==> src/rtl/avg_pool_1d_scheduler_pkg.sv <==
// Shared definitions for the 1-D average-pooling scheduler and datapath.
// Holds the FSM encoding and the default counter width.
package avg_pool_1d_scheduler_pkg;

  localparam int POOL_CNT_W = 16;

  typedef enum logic [1:0] {
    ST_IDLE = 2'd0,
    ST_RUN  = 2'd1,
    ST_EMIT = 2'd2
  } pool_state_e;

  function automatic logic cfg_is_bad(
    input logic [31:0] k,
    input logic [31:0] s,
    input logic [31:0] l
  );
    return (k == 0) || (s == 0) || (s < k) || (k > l);
  endfunction

endpackage

==> src/rtl/avg_pool_1d_scheduler.sv <==
// Control FSM for a 1-D average pool: sequences clear/accumulate/emit
// strobes for an external datapath over a stream of L samples.
module avg_pool_1d_scheduler
  import avg_pool_1d_scheduler_pkg::*;
#(
  parameter int CNT_W = POOL_CNT_W
) (
  input  logic             clk,
  input  logic             rst_n,
  input  logic             cfg_start,
  input  logic [CNT_W-1:0] cfg_kernel,
  input  logic [CNT_W-1:0] cfg_stride,
  input  logic [CNT_W-1:0] cfg_len,
  input  logic             in_valid,
  output logic             in_ready,
  output logic             dp_clr,
  output logic             dp_acc_en,
  output logic             dp_emit,
  output logic [CNT_W-1:0] dp_div,
  input  logic             dp_emit_ready,
  output logic             busy,
  output logic             done,
  output logic             cfg_err,
  output logic [CNT_W-1:0] win_cnt
);

  localparam logic [CNT_W-1:0] ONE = {{(CNT_W-1){1'b0}}, 1'b1};
  localparam logic [CNT_W-1:0] ZERO = '0;

  pool_state_e state_q, state_d;

  logic [CNT_W-1:0] k_q, k_d;
  logic [CNT_W-1:0] s_q, s_d;
  logic [CNT_W-1:0] l_q, l_d;
  logic [CNT_W-1:0] idx_q, idx_d;
  logic [CNT_W-1:0] pos_q, pos_d;
  logic [CNT_W-1:0] win_q, win_d;
  logic             err_q, err_d;
  logic             done_q, done_d;

  logic accept;
  logic cfg_bad;
  logic win_last;
  logic pos_wrap;
  logic len_last;

  assign in_ready  = (state_q == ST_RUN);
  assign accept    = in_valid && in_ready;
  assign dp_clr    = accept && (pos_q == ZERO);
  assign dp_acc_en = accept && (pos_q < k_q);
  assign dp_emit   = (state_q == ST_EMIT);
  assign dp_div    = k_q;
  assign busy      = (state_q != ST_IDLE);
  assign done      = done_q;
  assign cfg_err   = err_q;
  assign win_cnt   = win_q;

  assign cfg_bad = cfg_is_bad(32'(cfg_kernel),
                              32'(cfg_stride),
                              32'(cfg_len));

  assign win_last = (pos_q == k_q - ONE);
  assign pos_wrap = (pos_q == s_q - ONE);
  assign len_last = (idx_q == l_q - ONE);

  always_comb begin
    state_d = state_q;
    k_d     = k_q;
    s_d     = s_q;
    l_d     = l_q;
    idx_d   = idx_q;
    pos_d   = pos_q;
    win_d   = win_q;
    err_d   = err_q;
    done_d  = 1'b0;
    unique case (state_q)
      ST_IDLE: begin
        if (cfg_start) begin
          if (cfg_bad) begin
            err_d = 1'b1;
          end else begin
            err_d   = 1'b0;
            win_d   = ZERO;
            k_d     = cfg_kernel;
            s_d     = cfg_stride;
            l_d     = cfg_len;
            idx_d   = ZERO;
            pos_d   = ZERO;
            state_d = ST_RUN;
          end
        end
      end
      ST_RUN: begin
        if (accept) begin
          idx_d = idx_q + ONE;
          pos_d = pos_wrap ? ZERO : pos_q + ONE;
          // A full window wins over end-of-stream; EMIT ends the job.
          if (win_last) begin
            state_d = ST_EMIT;
          end else if (len_last) begin
            state_d = ST_IDLE;
            done_d  = 1'b1;
          end
        end
      end
      ST_EMIT: begin
        if (dp_emit_ready) begin
          win_d = win_q + ONE;
          if (idx_q == l_q) begin
            state_d = ST_IDLE;
            done_d  = 1'b1;
          end else begin
            state_d = ST_RUN;
          end
        end
      end
      default: state_d = ST_IDLE;
    endcase
  end

  always_ff @(posedge clk) begin
    if (!rst_n) begin
      state_q <= ST_IDLE;
      k_q     <= '0;
      s_q     <= '0;
      l_q     <= '0;
      idx_q   <= '0;
      pos_q   <= '0;
      win_q   <= '0;
      err_q   <= 1'b0;
      done_q  <= 1'b0;
    end else begin
      state_q <= state_d;
      k_q     <= k_d;
      s_q     <= s_d;
      l_q     <= l_d;
      idx_q   <= idx_d;
      pos_q   <= pos_d;
      win_q   <= win_d;
      err_q   <= err_d;
      done_q  <= done_d;
    end
  end

endmodule

==> config.mk <==
export PLATFORM = sky130hd
export DESIGN_NAME = avg_pool_1d_scheduler
export DESIGN_NICKNAME = d
export VERILOG_FILES = /design/src/rtl/avg_pool_1d_scheduler_pkg.sv /design/src/rtl/avg_pool_1d_scheduler.sv
export SDC_FILE = /design/constraint.sdc
export NUM_CORES = 1
export LEC_CHECK = 0
export CAP_MARGIN = 20
export CORE_MARGIN = 2
export CORE_UTILIZATION = 49
export DETAILED_ROUTE_END_ITERATION = 7
export PLACE_DENSITY = 0.72
export SYNTH_ARGS = -nofsm -noshare
export SYNTH_HDL_FRONTEND = slang
export SYNTH_SLANG_ARGS = --single-unit
==> constraint.sdc <==
create_clock -name clk -period 4.1 [get_ports clk]
set_clock_uncertainty 0.15 [all_clocks]
set_input_delay 0.41 -clock clk [delete_from_list [all_inputs] [get_ports clk]]
set_output_delay 0.41 -clock clk [all_outputs]
set_load 0.05 [all_outputs]
==> out/metrics.yaml <==
power_and_ir_drop:
  vdd_drop_max_v: 0.0002503
  p_per_area_mw_per_mm2: 345.2
  p_leak_nw: 3.322
finish:
  area_growth_pct: 19.33
  drive_above_1_share_pct: 3.920
  finalNonFillerCells: 1179
  finalNetCount: 1101
  layout_commonest_cell: "dfxtp_1"
  multi_input_area_mm2: 0.004806
  final_cell_mix: "dfxtp_1, clkdlybuf4s50_1, nor2_1, inv_1"
  n_antenna_cell: 0
  seqCellArea_mm2: 0.002002
  n_fill_cell: 1356
synthesis:
  synth_edf_count: 0
  syn_avg_cell_area_um2: 7.863
  synth_nets: 1028
  synth_seq_cells: 100
  synthCells: 917
  synth_seq_area_share_pct: 27.76
  yosys_warnings: 0
  synth_area_mm2: 0.007211
  async_reset_ff_share_pct: 0
  synth_ff_type: "dfxtp_1"
  yosysUniqueCellTypes: 57
setup_path:
  path_class: "in2reg"
  slowest_delay_ns: 0.67
  crit_family: "simple AND/OR/NAND/NOR gates"
  path_max_fanout: 10
  timing.reg2reg.setup_slack_ns: 0.86
  start_kind: "primary input"
  crit_buf_inv: 2
  reg2reg_depth: 10
  crit_required_ns: 4.24
  crit_chain: "clkdlybuf4s50_1 -> inv_1 -> ha_1 -> and3_1 -> a31oi_1 -> o41a_1 -> o41a_1 -> or4_1 -> or4_1 -> a21oi_1"
  endpoint_kind: "flop"
  r2r_end: "state_q[1]$_SDFFE_PN0P_"
  reg2reg_from: "l_q[0]$_SDFFE_PN0P_"
  worst_path_max_delay_cell: "or4_1"
  cp.arrival_ns: 3.87
timing:
  fin_crit_ns: 3.723
  rsz0062_at_grt: "false"
  maxSlewHeadroom_pct: 31.23
  max_freq_ghz: 0.2686
  setup_viol_count_final: 0
  fin_tns_setup_ns: 0
  finalCritPeriodShare_pct: 90.81
  finalMaxSlewViolations: 0
  tightest_slew_ns: 1.028
  hold_viol: 0
cts:
  clockBufferDepth: 2
  worst_skew_pair.late_latency_ns: 0.36
  numCtsBuffers: 9
  cts_resized: 0
  post-cts-setup-buffers: 0
  cts-root-buf: "clkbuf_16"
  cts_sinks: 100
  path_clk_slew_ns: 0.07
  cts_max_level: 3
  cts.hold.buffers_added: 0
  cts_tree: "done"
global_route:
  gr-usage-met2_pct: 39.58
  grt-ovfl-total: 0
  top_usage_layer: "met2"
  grt_max_degree: 50
  grtUsageMet3_pct: 5.563
  antenna_found_initial: 2
  use_met1_pct: 34.62
  grt_pass1_vias: 6464
  grt_use_total_pct: 25.16
  grt_pass1_wl_um: 32150
status:
  outcome: "finished clean"
floorplanning:
  start_util_pct: 49.80
  die_h_um: 125.3
  dieArea_mm2: 0.01570
  core_mm2: 0.01448
  die_w_um: 125.3
  boundaryPins: 92
  row_count: 44
flow_run:
  maxCapViolCount: 0
place:
  dpl.hpwl_um: 15110
  place_inst: 1163
  portBuffers: 91
  gp_congestion: 0.9620
hold_path:
  min-delay-path-class: "reg2reg"
  hold_start: "idx_q[15]$_SDFFE_PN0P_"
  min_path_cells: 2
  whs_endpoint: "idx_q[15]$_SDFFE_PN0P_"
drt:
  final_antenna_net_count: 0
  drtIter0Drc: 467
  wl_per_cell_um: 16.48
  routed_wl_um: 19430
  via_per_inst: 5.767
  drc_errors: 0
  vias: 6799
  dr.pass1.iters: 7
how the worst max path moves through the flow:
stage                                      start                      to  slack, ns  cells after the start
final                              cfg_kernel[6]  idx_q[15]$_SDFFE_PN0P_       0.38                     10
after detailed placement           cfg_kernel[6]  idx_q[15]$_SDFFE_PN0P_       0.06                     10
after global placement             cfg_kernel[6]  idx_q[15]$_SDFFE_PN0P_       0.10                     10
after floorplan           dp_div[1]$_SDFFE_PN0P_               dp_acc_en       0.42                     10
after global routing               cfg_kernel[6]  idx_q[15]$_SDFFE_PN0P_       0.25                     11
after CTS                 dp_div[1]$_SDFFE_PN0P_               dp_acc_en        0.1                     11
routing by layer:
metal	vias up	share of wire (%)
li1	3379	-
met1	3167	48
met2	209	44
met3	40	5.8
met4	4	2.1
met5	-	0.093
state kept, by name, indices dropped and copies added (netlist names):
name     cells
idx_q       16
done         1
win_cnt     16
pos_q       16
s_q         16
dp_div      16
cfg_err      1
state_q      2
l_q         16
cells by family after synthesis:
kind of cell | count (synthesis) | synth area share (%)
flops | 100 | 27.76
buf+inv | 109 | 5.761
simple gates | 379 | 28.04
xor+xnor | 93 | 11.30
compound gates | 144 | 12.36
fa+ha+maj | 58 | 10.06
mux | 34 | 4.720
report_power, final:
| group | total [mW] | switching (mW) | internal, mW |
|---|---|---|---|
| registers | 1.08 | 0.0686 | 1.02 |
| logic | 1.05 | 0.602 | 0.447 |
| clock network | 0.836 | 0.412 | 0.424 |
tightest hold or removal path, cell delays in order (launching register included):
cell and delay (ns):
dfxtp_1 0.34, o31ai_1 0.07, a21oi_1 0.05
final cells by class:
class	instances	share of cell area (%)
inverter	65	2.836
clock buffer	10	2.661
tap	184	2.676
clock inverter	6	0.6398
sequential	100	23.27
multi-input combinational	708	55.85
timing repair buffer	106	12.07
per-stage QoR:
stage / power (mW) / instance area [um2] / util (%) / setup slack (ns) / hold slack [ns]
floorplan: 1.829 / 7217 / - / 0.4171 / 0.3143
global placement: 2.129 / 8318 / 57.45 / 0.1005 / 0.3341
detailed placement: 2.141 / 8318 / 57.45 / 0.05778 / 0.3466
CTS: 2.978 / 8602 / 59.41 / 0.09619 / 0.3563
global route: 3.139 / 8605 / 59.43 / 0.2483 / 0.3714
finish: 2.970 / 8605 / 59.43 / 0.3767 / 0.3531
synthesized netlist by cell type, types with 2 or more instances:
library cell  instances  area (um2)
o22ai_1               3       18.77
or4b_2                2       20.02
ha_1                 58       725.7
nor4_1               28       175.2
and4_1                6       52.55
inv_1                65       244.0
nand2b_1              7       43.79
xnor2_1              63       551.8
dfxtp_1             100        2002
o21a_1                4       30.03
a211o_1               3       26.28
o311a_1               2       20.02
buf_1                 3       11.26
or4_1                 7       52.55
o41a_1                3       33.78
a31oi_1               6       37.54
a21o_1                4       30.03
nor4b_1               3       26.28
a21bo_2               2       20.02
xor2_1               30       262.8
nor3b_1               4       30.03
buf_2                 5       25.02
o21ai_1               2       10.01
nor2_1               71       266.5
o211ai_1              3       22.52
nand3b_1              4       30.03
a21oi_1              47       235.2
clkbuf_1             36       135.1
nand2_1              63       236.5
nand4_1              29       181.4
and3_1               12       75.07
o311ai_0              2       17.52
and2_1               20       125.1
nor2b_1              38       237.7
mux2i_1              34       340.3
or3_1                20       125.1
nand3_1              30       150.1
o31ai_1               5       37.54
nor3_1               30       150.1
a211oi_1              6       45.04
o21ai_0              41       205.2
No activity file was read; power rests on OpenSTA's default activity.
